### src/rtl/dcache_controller_if.sv
// ============================================================================
// Module      : dcache_controller_if
// Description : CPU, main-memory and cache-SRAM signals of dcache_controller.
// Revision    : 1.0 - initial release
// ============================================================================
`default_nettype none

interface dcache_controller_if;
   logic [31:0]  cpu_addr_i;
   logic [31:0]  cpu_data_i;
   logic         cpu_MemRead_i;
   logic         cpu_MemWrite_i;
   logic [31:0]  cpu_data_o;
   logic         cpu_stall_o;

   logic [255:0] mem_data_i;
   logic         mem_ack_i;
   logic [255:0] mem_data_o;
   logic [31:0]  mem_addr_o;
   logic         mem_enable_o;
   logic         mem_write_o;

   logic [3:0]   sram_addr_o;
   logic [24:0]  sram_tag_o;
   logic [255:0] sram_data_o;
   logic         sram_enable_o;
   logic         sram_write_o;
   logic [24:0]  sram_tag_i;
   logic [255:0] sram_data_i;
   logic         sram_hit_i;

   // Controller side
   modport slave (
      input  cpu_addr_i, cpu_data_i, cpu_MemRead_i, cpu_MemWrite_i,
      output cpu_data_o, cpu_stall_o,
      input  mem_data_i, mem_ack_i,
      output mem_data_o, mem_addr_o, mem_enable_o, mem_write_o,
      output sram_addr_o, sram_tag_o, sram_data_o, sram_enable_o, sram_write_o,
      input  sram_tag_i, sram_data_i, sram_hit_i
   );

   // Environment side: pipeline, memory and SRAM
   modport master (
      output cpu_addr_i, cpu_data_i, cpu_MemRead_i, cpu_MemWrite_i,
      input  cpu_data_o, cpu_stall_o,
      output mem_data_i, mem_ack_i,
      input  mem_data_o, mem_addr_o, mem_enable_o, mem_write_o,
      input  sram_addr_o, sram_tag_o, sram_data_o, sram_enable_o, sram_write_o,
      output sram_tag_i, sram_data_i, sram_hit_i
   );
endinterface

`default_nettype wire

### src/rtl/dcache_controller.sv
// ============================================================================
// Module      : dcache_controller
// Description : 2-way/16-set/32-byte-line data-cache controller with
//               write-back of dirty victims, refill and store merge.
// Revision    : 1.0 - initial release
// ============================================================================
`default_nettype none

module dcache_controller (
   input  logic clk_i,
   input  logic rst_i,
   dcache_controller_if.slave bus
);

   typedef enum logic [2:0] {
      S_IDLE       = 3'd0,
      S_MISS       = 3'd1,
      S_WRITEBACK  = 3'd2,
      S_READMISS   = 3'd3,
      S_READMISSOK = 3'd4
   } state_t;

   state_t       r_state;
   state_t       w_next;
   logic [24:0]  r_victim_tag;
   logic [255:0] r_victim_data;
   logic [255:0] r_refill_data;

   logic         w_req;
   logic [22:0]  w_tag;
   logic [3:0]   w_index;
   logic [2:0]   w_word;
   logic [255:0] w_merged;
   logic         w_unused;

   assign w_req    = bus.cpu_MemRead_i | bus.cpu_MemWrite_i;
   assign w_tag    = bus.cpu_addr_i[31:9];
   assign w_index  = bus.cpu_addr_i[8:5];
   assign w_word   = bus.cpu_addr_i[4:2];
   assign w_unused = &{1'b0, bus.cpu_addr_i[1:0]};

   assign bus.sram_addr_o   = w_index;
   assign bus.sram_enable_o = w_req | (r_state != S_IDLE);
   assign bus.cpu_data_o    = bus.sram_data_i[{w_word, 5'b0} +: 32];

   always_comb begin
      w_merged = bus.sram_data_i;
      w_merged[{w_word, 5'b0} +: 32] = bus.cpu_data_i;
   end

   always_ff @(posedge clk_i) begin
      if (rst_i) begin
         r_state       <= S_IDLE;
         r_victim_tag  <= '0;
         r_victim_data <= '0;
         r_refill_data <= '0;
      end else begin
         r_state <= w_next;
         // On a miss the SRAM presents the LRU way, which becomes the victim
         if (r_state == S_IDLE && w_req && !bus.sram_hit_i) begin
            r_victim_tag  <= bus.sram_tag_i;
            r_victim_data <= bus.sram_data_i;
         end
         if (r_state == S_READMISS && bus.mem_ack_i) begin
            r_refill_data <= bus.mem_data_i;
         end
      end
   end

   always_comb begin
      w_next           = r_state;
      bus.cpu_stall_o  = 1'b1;
      bus.sram_write_o = 1'b0;
      bus.sram_tag_o   = {1'b1, bus.cpu_MemWrite_i, w_tag};
      bus.sram_data_o  = w_merged;
      bus.mem_enable_o = 1'b0;
      bus.mem_write_o  = 1'b0;
      bus.mem_addr_o   = '0;
      bus.mem_data_o   = '0;
      case (r_state)
         S_IDLE: begin
            bus.cpu_stall_o = w_req & ~bus.sram_hit_i;
            if (w_req) begin
               if (bus.sram_hit_i) begin
                  bus.sram_write_o = bus.cpu_MemWrite_i;
               end else begin
                  w_next = S_MISS;
               end
            end
         end
         S_MISS: begin
            w_next = (r_victim_tag[24] && r_victim_tag[23]) ? S_WRITEBACK : S_READMISS;
         end
         S_WRITEBACK: begin
            bus.mem_enable_o = 1'b1;
            bus.mem_write_o  = 1'b1;
            bus.mem_addr_o   = {r_victim_tag[22:0], w_index, 5'b0};
            bus.mem_data_o   = r_victim_data;
            if (bus.mem_ack_i) w_next = S_READMISS;
         end
         S_READMISS: begin
            bus.mem_enable_o = 1'b1;
            bus.mem_addr_o   = {w_tag, w_index, 5'b0};
            if (bus.mem_ack_i) w_next = S_READMISSOK;
         end
         S_READMISSOK: begin
            bus.sram_write_o = 1'b1;
            bus.sram_tag_o   = {1'b1, 1'b0, w_tag};
            bus.sram_data_o  = r_refill_data;
            w_next           = S_IDLE;
         end
         default: begin
            w_next = S_IDLE;
         end
      endcase
   end

endmodule

`default_nettype wire

### src/flat_wrapper.sv
// flat-port wrapper written by rule: the top's interface ports become plain ports
module dcache_controller_flat 
  (clk_i, rst_i, bus_cpu_addr_i, bus_cpu_data_i, bus_cpu_MemRead_i, bus_cpu_MemWrite_i, bus_cpu_data_o, bus_cpu_stall_o, bus_mem_data_i, bus_mem_ack_i, bus_mem_data_o, bus_mem_addr_o, bus_mem_enable_o, bus_mem_write_o, bus_sram_addr_o, bus_sram_tag_o, bus_sram_data_o, bus_sram_enable_o, bus_sram_write_o, bus_sram_tag_i, bus_sram_data_i, bus_sram_hit_i);
  dcache_controller_if bus_i ();
  input  logic clk_i;
  input  logic rst_i;
  input wire logic [$bits(bus_i.cpu_addr_i)-1:0] bus_cpu_addr_i;
  input wire logic [$bits(bus_i.cpu_data_i)-1:0] bus_cpu_data_i;
  input wire logic [$bits(bus_i.cpu_MemRead_i)-1:0] bus_cpu_MemRead_i;
  input wire logic [$bits(bus_i.cpu_MemWrite_i)-1:0] bus_cpu_MemWrite_i;
  output wire logic [$bits(bus_i.cpu_data_o)-1:0] bus_cpu_data_o;
  output wire logic [$bits(bus_i.cpu_stall_o)-1:0] bus_cpu_stall_o;
  input wire logic [$bits(bus_i.mem_data_i)-1:0] bus_mem_data_i;
  input wire logic [$bits(bus_i.mem_ack_i)-1:0] bus_mem_ack_i;
  output wire logic [$bits(bus_i.mem_data_o)-1:0] bus_mem_data_o;
  output wire logic [$bits(bus_i.mem_addr_o)-1:0] bus_mem_addr_o;
  output wire logic [$bits(bus_i.mem_enable_o)-1:0] bus_mem_enable_o;
  output wire logic [$bits(bus_i.mem_write_o)-1:0] bus_mem_write_o;
  output wire logic [$bits(bus_i.sram_addr_o)-1:0] bus_sram_addr_o;
  output wire logic [$bits(bus_i.sram_tag_o)-1:0] bus_sram_tag_o;
  output wire logic [$bits(bus_i.sram_data_o)-1:0] bus_sram_data_o;
  output wire logic [$bits(bus_i.sram_enable_o)-1:0] bus_sram_enable_o;
  output wire logic [$bits(bus_i.sram_write_o)-1:0] bus_sram_write_o;
  input wire logic [$bits(bus_i.sram_tag_i)-1:0] bus_sram_tag_i;
  input wire logic [$bits(bus_i.sram_data_i)-1:0] bus_sram_data_i;
  input wire logic [$bits(bus_i.sram_hit_i)-1:0] bus_sram_hit_i;
  assign bus_i.cpu_addr_i = bus_cpu_addr_i;
  assign bus_i.cpu_data_i = bus_cpu_data_i;
  assign bus_i.cpu_MemRead_i = bus_cpu_MemRead_i;
  assign bus_i.cpu_MemWrite_i = bus_cpu_MemWrite_i;
  assign bus_cpu_data_o = bus_i.cpu_data_o;
  assign bus_cpu_stall_o = bus_i.cpu_stall_o;
  assign bus_i.mem_data_i = bus_mem_data_i;
  assign bus_i.mem_ack_i = bus_mem_ack_i;
  assign bus_mem_data_o = bus_i.mem_data_o;
  assign bus_mem_addr_o = bus_i.mem_addr_o;
  assign bus_mem_enable_o = bus_i.mem_enable_o;
  assign bus_mem_write_o = bus_i.mem_write_o;
  assign bus_sram_addr_o = bus_i.sram_addr_o;
  assign bus_sram_tag_o = bus_i.sram_tag_o;
  assign bus_sram_data_o = bus_i.sram_data_o;
  assign bus_sram_enable_o = bus_i.sram_enable_o;
  assign bus_sram_write_o = bus_i.sram_write_o;
  assign bus_i.sram_tag_i = bus_sram_tag_i;
  assign bus_i.sram_data_i = bus_sram_data_i;
  assign bus_i.sram_hit_i = bus_sram_hit_i;
  dcache_controller u_core (.clk_i(clk_i), .rst_i(rst_i), .bus(bus_i));
endmodule
### config.mk
export PLATFORM = sky130hd
export DESIGN_NAME = dcache_controller_flat
export DESIGN_NICKNAME = d
export VERILOG_FILES = /design/src/rtl/dcache_controller_if.sv /design/src/rtl/dcache_controller.sv /design/src/flat_wrapper.sv
export SDC_FILE = /design/constraint.sdc
export NUM_CORES = 2
export LEC_CHECK = 0
export BUFFER_PORTS_ARGS = -buffer_cell sky130_fd_sc_hd__buf_2
export CAP_MARGIN = 20
export CORE_AREA = 2 2 480 482
export CTS_CLUSTER_DIAMETER = 80
export DETAILED_ROUTE_END_ITERATION = 7
export DIE_AREA = 0 0 482 484
export PLACE_DENSITY = 0.32
export REMOVE_ABC_BUFFERS = 1
export SLEW_MARGIN = 20
export SYNTH_ARGS = -nofsm -noshare
export SYNTH_HDL_FRONTEND = slang
export SYNTH_SLANG_ARGS = --single-unit
### constraint.sdc
create_clock -name clk_i -period 4.3 [get_ports clk_i]
set_clock_uncertainty 0.15 [all_clocks]
set_input_delay 0.86 -clock clk_i [delete_from_list [all_inputs] [get_ports clk_i]]
set_output_delay 0.86 -clock clk_i [all_outputs]
set_load 0.1 [all_outputs]
# After elaboration in Yosys (flattened, before gate mapping)
# Cells that the tools add are included.
dict set report classes {
  n_addsub 1
  n_eq_ne 8
  n_shift 3
  muxes 17
  bitwise_logic 4
  n_reduce_logical 9
}
# cell count
set op_table {}
lappend op_table {{256-bit 2-to-1 mux} 2}
lappend op_table {{256-bit bitwise mux} 1}
lappend op_table {{32-bit by 10-bit variable shift with 256-bit output, first input constant} 1}
lappend op_table {{256-bit by 9-bit indexed part select with 32-bit output} 1}
lappend op_table {{32-bit by 10-bit indexed part select with 256-bit output} 1}
lappend op_table {{32-bit one-hot mux with 2 select lines} 1}
lappend op_table {{24-bit 2-to-1 mux} 1}
lappend op_table {{3-bit 2-to-1 mux} 4}
lappend op_table {{3-bit one-hot mux with 4 select lines} 1}
lappend op_table {{8-bit negator with 10-bit output} 1}
lappend op_table {{3-bit by 2-bit == test with 1-bit output, second input constant} 2}
lappend op_table {{1-bit 2-to-1 mux} 6}
lappend op_table {{2-bit != test, second input constant} 3}
lappend op_table {{1-bit logical AND} 4}
lappend op_table {{4-bit AND reduction} 1}
lappend op_table {{3-bit by 1-bit == test with 1-bit output, second input constant} 1}
lappend op_table {{3-bit == test, second input constant} 1}
lappend op_table {{3-bit logical NOT} 1}
lappend op_table {{3-bit nonzero test} 1}
lappend op_table {{2-bit by 1-bit != test with 1-bit output, second input constant} 1}
lappend op_table {{1-bit bitwise OR} 2}
lappend op_table {{1-bit one-hot mux with 2 select lines} 1}
lappend op_table {{2-bit OR reduction} 1}
lappend op_table {{1-bit bitwise AND} 1}
lappend op_table {{2 further kinds} 2}
dict set report totals {
  register_bits 540
  in_bits 607
  output_inout_bits 610
}

# Logic depth before layout (Yosys ltp)
dict set report depth {
  word_depth 4
  mapped_depth 12
  depth_no_buf 6
}

# Worst setup path after synthesis
# OpenSTA, ideal clock, no wires.
dict set report synth_timing {
  kind {input-to-output}
  from {input port bus_cpu_addr_i[3]}
  to {output port bus_sram_data_o[150]}
  arrival_time_ps 4997
  required_time_ps 3290
  slack_ps -1707
  stages 12
  path_cell_list {clkbuf_1 clkbuf_1 buf_1 inv_1 ha_1 ha_1 or4b_1 clkbuf_1 or2_1 buf_2 buf_6 o211ai_1}
}
dict set report synth_between {
  elab_chain_len 4
  word_cells_on_any_way 5
  classes_between {add/sub: 1; shift: 2; mux: 2}
}
# element line
set synth_rtl {}
lappend synth_rtl {{start: declaration} flat_wrapper.sv:7} ;# input wire logic [$bits(bus_i.cpu_addr_i)-1:0] bus_cpu_addr_i;
lappend synth_rtl {{8-bit negator with 10-bit output *} dcache_controller.sv:48} ;# w_merged[{w_word, 5'b0} +: 32] = bus.cpu_data_i;
lappend synth_rtl {{32-bit by 10-bit indexed part select with 256-bit output / 32-bit by 10-bit variable shift with 256-bit output (equally long branches)} dcache_controller.sv:48}
lappend synth_rtl {{256-bit bitwise mux *} dcache_controller.sv:48}
lappend synth_rtl {{256-bit 2-to-1 mux *} dcache_controller.sv:80} ;# case (r_state)
lappend synth_rtl {{end: declaration} flat_wrapper.sv:21} ;# output wire logic [$bits(bus_i.sram_data_o)-1:0] bus_sram_data_o;
# Mark *: on every way between the ends. The rest lies on a longest branch, timed or not.

# Worst setup path after layout
dict set report layout_timing {
  from {input port bus_cpu_addr_i[3]}
  to {output port bus_sram_data_o[83]}
}
# The elaborated chain is that of the path after synthesis.

==> metrics <==
run status=finished, final reports clean; Multi-input gate area=16300 um^2; CTS tree=built; clock sink count=540; drt first pass iters=7; WL/cell=30.2 um; Hold Path Origin=bus_mem_data_i[47]; clk slew on worst S/H paths=about 0.06 ns; xor/xnor share of the synthesized area=0%; DP Worst Slack=-0.157 ns; layout cells sized above 1=33.6%; H-tree levels=3; total grt overflow=0; initial antenna violation count=87; Clk Latency, worst-skew pair=0.72 ns; number of max-cap violations=0; vias per inst=between 4 and 5; CTS root buffer=clkbuf_16; Max Clk Rate=between 200 and 250 MHz; crit path kind=in2out; Crit path arrival time=about 3.2 ns; Worst Path Required=3.29 ns; synth warn=0; I/O pins=1217; VDD IR max=0.000269 V; mux share of post-synthesis cell area=5.80%; Worst Setup End Kind=output pin; Routed WL=238000 um; post-detail-place hpwl=177000 um; Die Area=233000 um^2; Critical R2R Capture=u_core.r_victim_data[187]; synthesis-to-finish area growth=64.1%; setup slack after layout=0.0628 ns; pwr dens=414 nW/um^2; register area share after synthesis=37.5%; Die W=482 um; max_slew headroom=21.4%; Synth Area in Compound Gates=approximately 25%; remaining antenna violation count=0; Crit Path Max Fanout=11; largest family of logic cells by synthesized area=simple AND/OR/NAND/NOR gates; Synth Register Bits=540; Simple-Gate Fraction of Synth Area=around 25%; clk buf depth=3; vias in the first global route=34.0k; Mapped Avg Cell Area=7.74 um^2; final setup violation count=0; fillers=25.7k; hold path cells=3; largest net degree at the start of global routing=127; die outline height=484 um; worst hold endpoint=u_core.r_refill_data[47]; Worst Hold Class=in2reg; Fin. Hold Viols=0; LEAKAGE=18.4 nW; CTS Buf Count=84; gpl congestion=0.830; fraction of the mapped netlist area in adder cells=0.260%; Total Routing Usage GR=around a fifth; Post-Syn Area=28800 um^2; PortBufs=1208; core area=229000 um^2; final period demand of the worst path=4.24 ns; Reg2Reg Depth=5; Core Rows=176; # DRC=0; register area=10800 um^2; CTS hold repair buffers=0; nets@finish=5371; R2R Path Start=u_core.r_state[0]; first-pass GRT wire length=roughly 310000 um; total power draw=19.6 mW; Syn Inst Count=3726; DR iter-0 viols=2287; Netlist cell types=45; RSZ-0062 raised after global routing=no; DR vias=34.2k; fin crit share=98.5%; pin slew with the least headroom to its limit=around 1.2 ns; FF-to-FF setup slack=1.64 ns; Starting Density=~13%; Slew Viols, Final=0; crit start category=primary input
[sequential cells by signal (all words and copies together) (netlist names)]
register              cells
u_core.r_victim_data    256
u_core.r_state            3
u_core.r_refill_data    256
u_core.r_victim_tag      25
[worst max-delay path, stage by stage]
cell and delay, ns:
buf_6 0.07, inv_1 0.05, ha_2 0.21, ha_1 0.23, or3b_1 0.43, nor3_2 0.29, buf_4 0.39, a221o_1 0.42
buf_12 0.22
[power breakdown]
part,leakage [nW],switching (mW),internal [mW]
sequential,4.39,0.122,5.28
clock,1.34,2.96,4.26
combinational,12.6,5.06,1.87
total,18.4,8.15,11.4
[cells by family after synthesis]
logic type,count (synthesis)
AND/OR/NAND/NOR,1496
AO/OA/AOI/OAI,1153
flip-flops,540
buffers and inverters,442
multiplexers,87
adder cells (fa/ha/maj),6
other,2
[worst max-delay path by stage]
| stage | start | end | slack, ns | depth (start not counted) |
|---|---|---|---|---|
| 2_1_floorplan | u_core.r_state[0] | u_core.r_state[0] | -18.22 | 3 |
| 3_3_place_gp | bus_cpu_addr_i[2] | bus_sram_data_o[167] | -0.14 | 10 |
| 3_5_place_dp | bus_cpu_addr_i[2] | bus_sram_data_o[167] | -0.16 | 10 |
| 4_1_cts | bus_cpu_addr_i[3] | bus_sram_data_o[9] | 0.003 | 11 |
| 5_1_grt | bus_cpu_addr_i[3] | bus_sram_data_o[83] | 0.02 | 9 |
| 6_report | bus_cpu_addr_i[3] | bus_sram_data_o[83] | 0.06 | 9 |
[layout make-up]
type | instances | area share (%)
diodes | 37 | 0.196
multi-input cells | 2748 | 34.5
well taps | 3026 | 8.01
repair buffers | 1379 | 28.5
clock buffers | 118 | 5.06
flip-flops and latches | 540 | 22.9
clock inverters | 33 | 0.897
inverters | 5 | 0.0450
[per-stage QoR]
stage | setup TNS, ns | hold slack [ns] | area (um^2) | utilization (%) | instances
after floorplan | -8297.06 | 0.276 | 26900 | - | 3293
after global placement | -1.11 | 0.289 | 44300 | 19.4 | 7692
after detailed placement | -1.07 | 0.292 | 44300 | 19.4 | 7692
after CTS | 0 | 0.109 | 47200 | 20.6 | 7849
after global routing | 0 | 0.170 | 47300 | 20.7 | 7870
final | 0 | 0.220 | 47300 | 20.7 | 7886
[routing by layer]
layer	share of wire (%)	GRT usage, %	vias up
met1	40	23.0	17100
met3	8.8	6.27	350
li1	-	-	15200
met4	3.4	7.21	30
met5	0.072	0	-
met2	48	32.9	1557
[synthesized netlist by cell type (all sizes together)]
| cell type | instances | share of area (%) |
|---|---|---|
| nand2 | 706 | 9.2 |
| dfxtp | 540 | 38 |
| a21oi | 539 | 9.4 |
| and2 | 455 | 9.9 |
| clkbuf | 318 | 4.1 |
| o21ai | 282 | 4.9 |
| nand3 | 281 | 4.9 |
| a221o | 192 | 6.7 |
| o211ai | 128 | 3.5 |
| buf | 119 | 2.4 |
| mux4 | 64 | 5.0 |
| nor2 | 28 | 0.36 |
| mux2i | 23 | 0.80 |
| ha | 6 | 0.26 |
| inv | 5 | 0.065 |
| nor3 | 4 | 0.069 |
| or3b | 4 | 0.12 |
| a31oi | 3 | 0.065 |
| nor3b | 3 | 0.095 |
| or3 | 3 | 0.065 |
| and4 | 2 | 0.061 |
| conb | 2 | 0.026 |
| nor4 | 2 | 0.065 |
| o311ai | 2 | 0.061 |
| o31ai | 2 | 0.052 |
| or2 | 2 | 0.043 |
| a21o | 1 | 0.026 |
| a41o | 1 | 0.035 |
| and4b | 1 | 0.035 |
| nand2b | 1 | 0.022 |
| nand3b | 1 | 0.026 |
| nand4b | 1 | 0.030 |
| nor2b | 1 | 0.022 |
| o21ba | 1 | 0.035 |
| o21bai | 1 | 0.026 |
| o311a | 1 | 0.035 |
| or4b | 1 | 0.035 |
[cells in the final DEF, fill, tap and decap left out, drive strengths merged, types with 3 or more instances in the layout]
master,count
conb,6
a31oi,3
o211ai,128
mux4,64
diode,37
mux2i,23
inv,10
nor3b,3
bufinv,6
a21oi,539
buf,1379
or3b,4
dfxtp,540
clkbuf,118
nand3,281
nor3,4
ha,6
or3,3
nand2,706
nor2,28
a221o,192
and2,455
o21ai,282
clkinvlp,11
clkinv,11
[timing repair]
action,in CTS,in global routing
endpoints found under the setup margin,97,4
pin swaps,5,1
buffers inserted,6,0
gates resized for setup,11,1
endpoints found under the hold margin,0,0
Power figures use the tool's default switching activity.
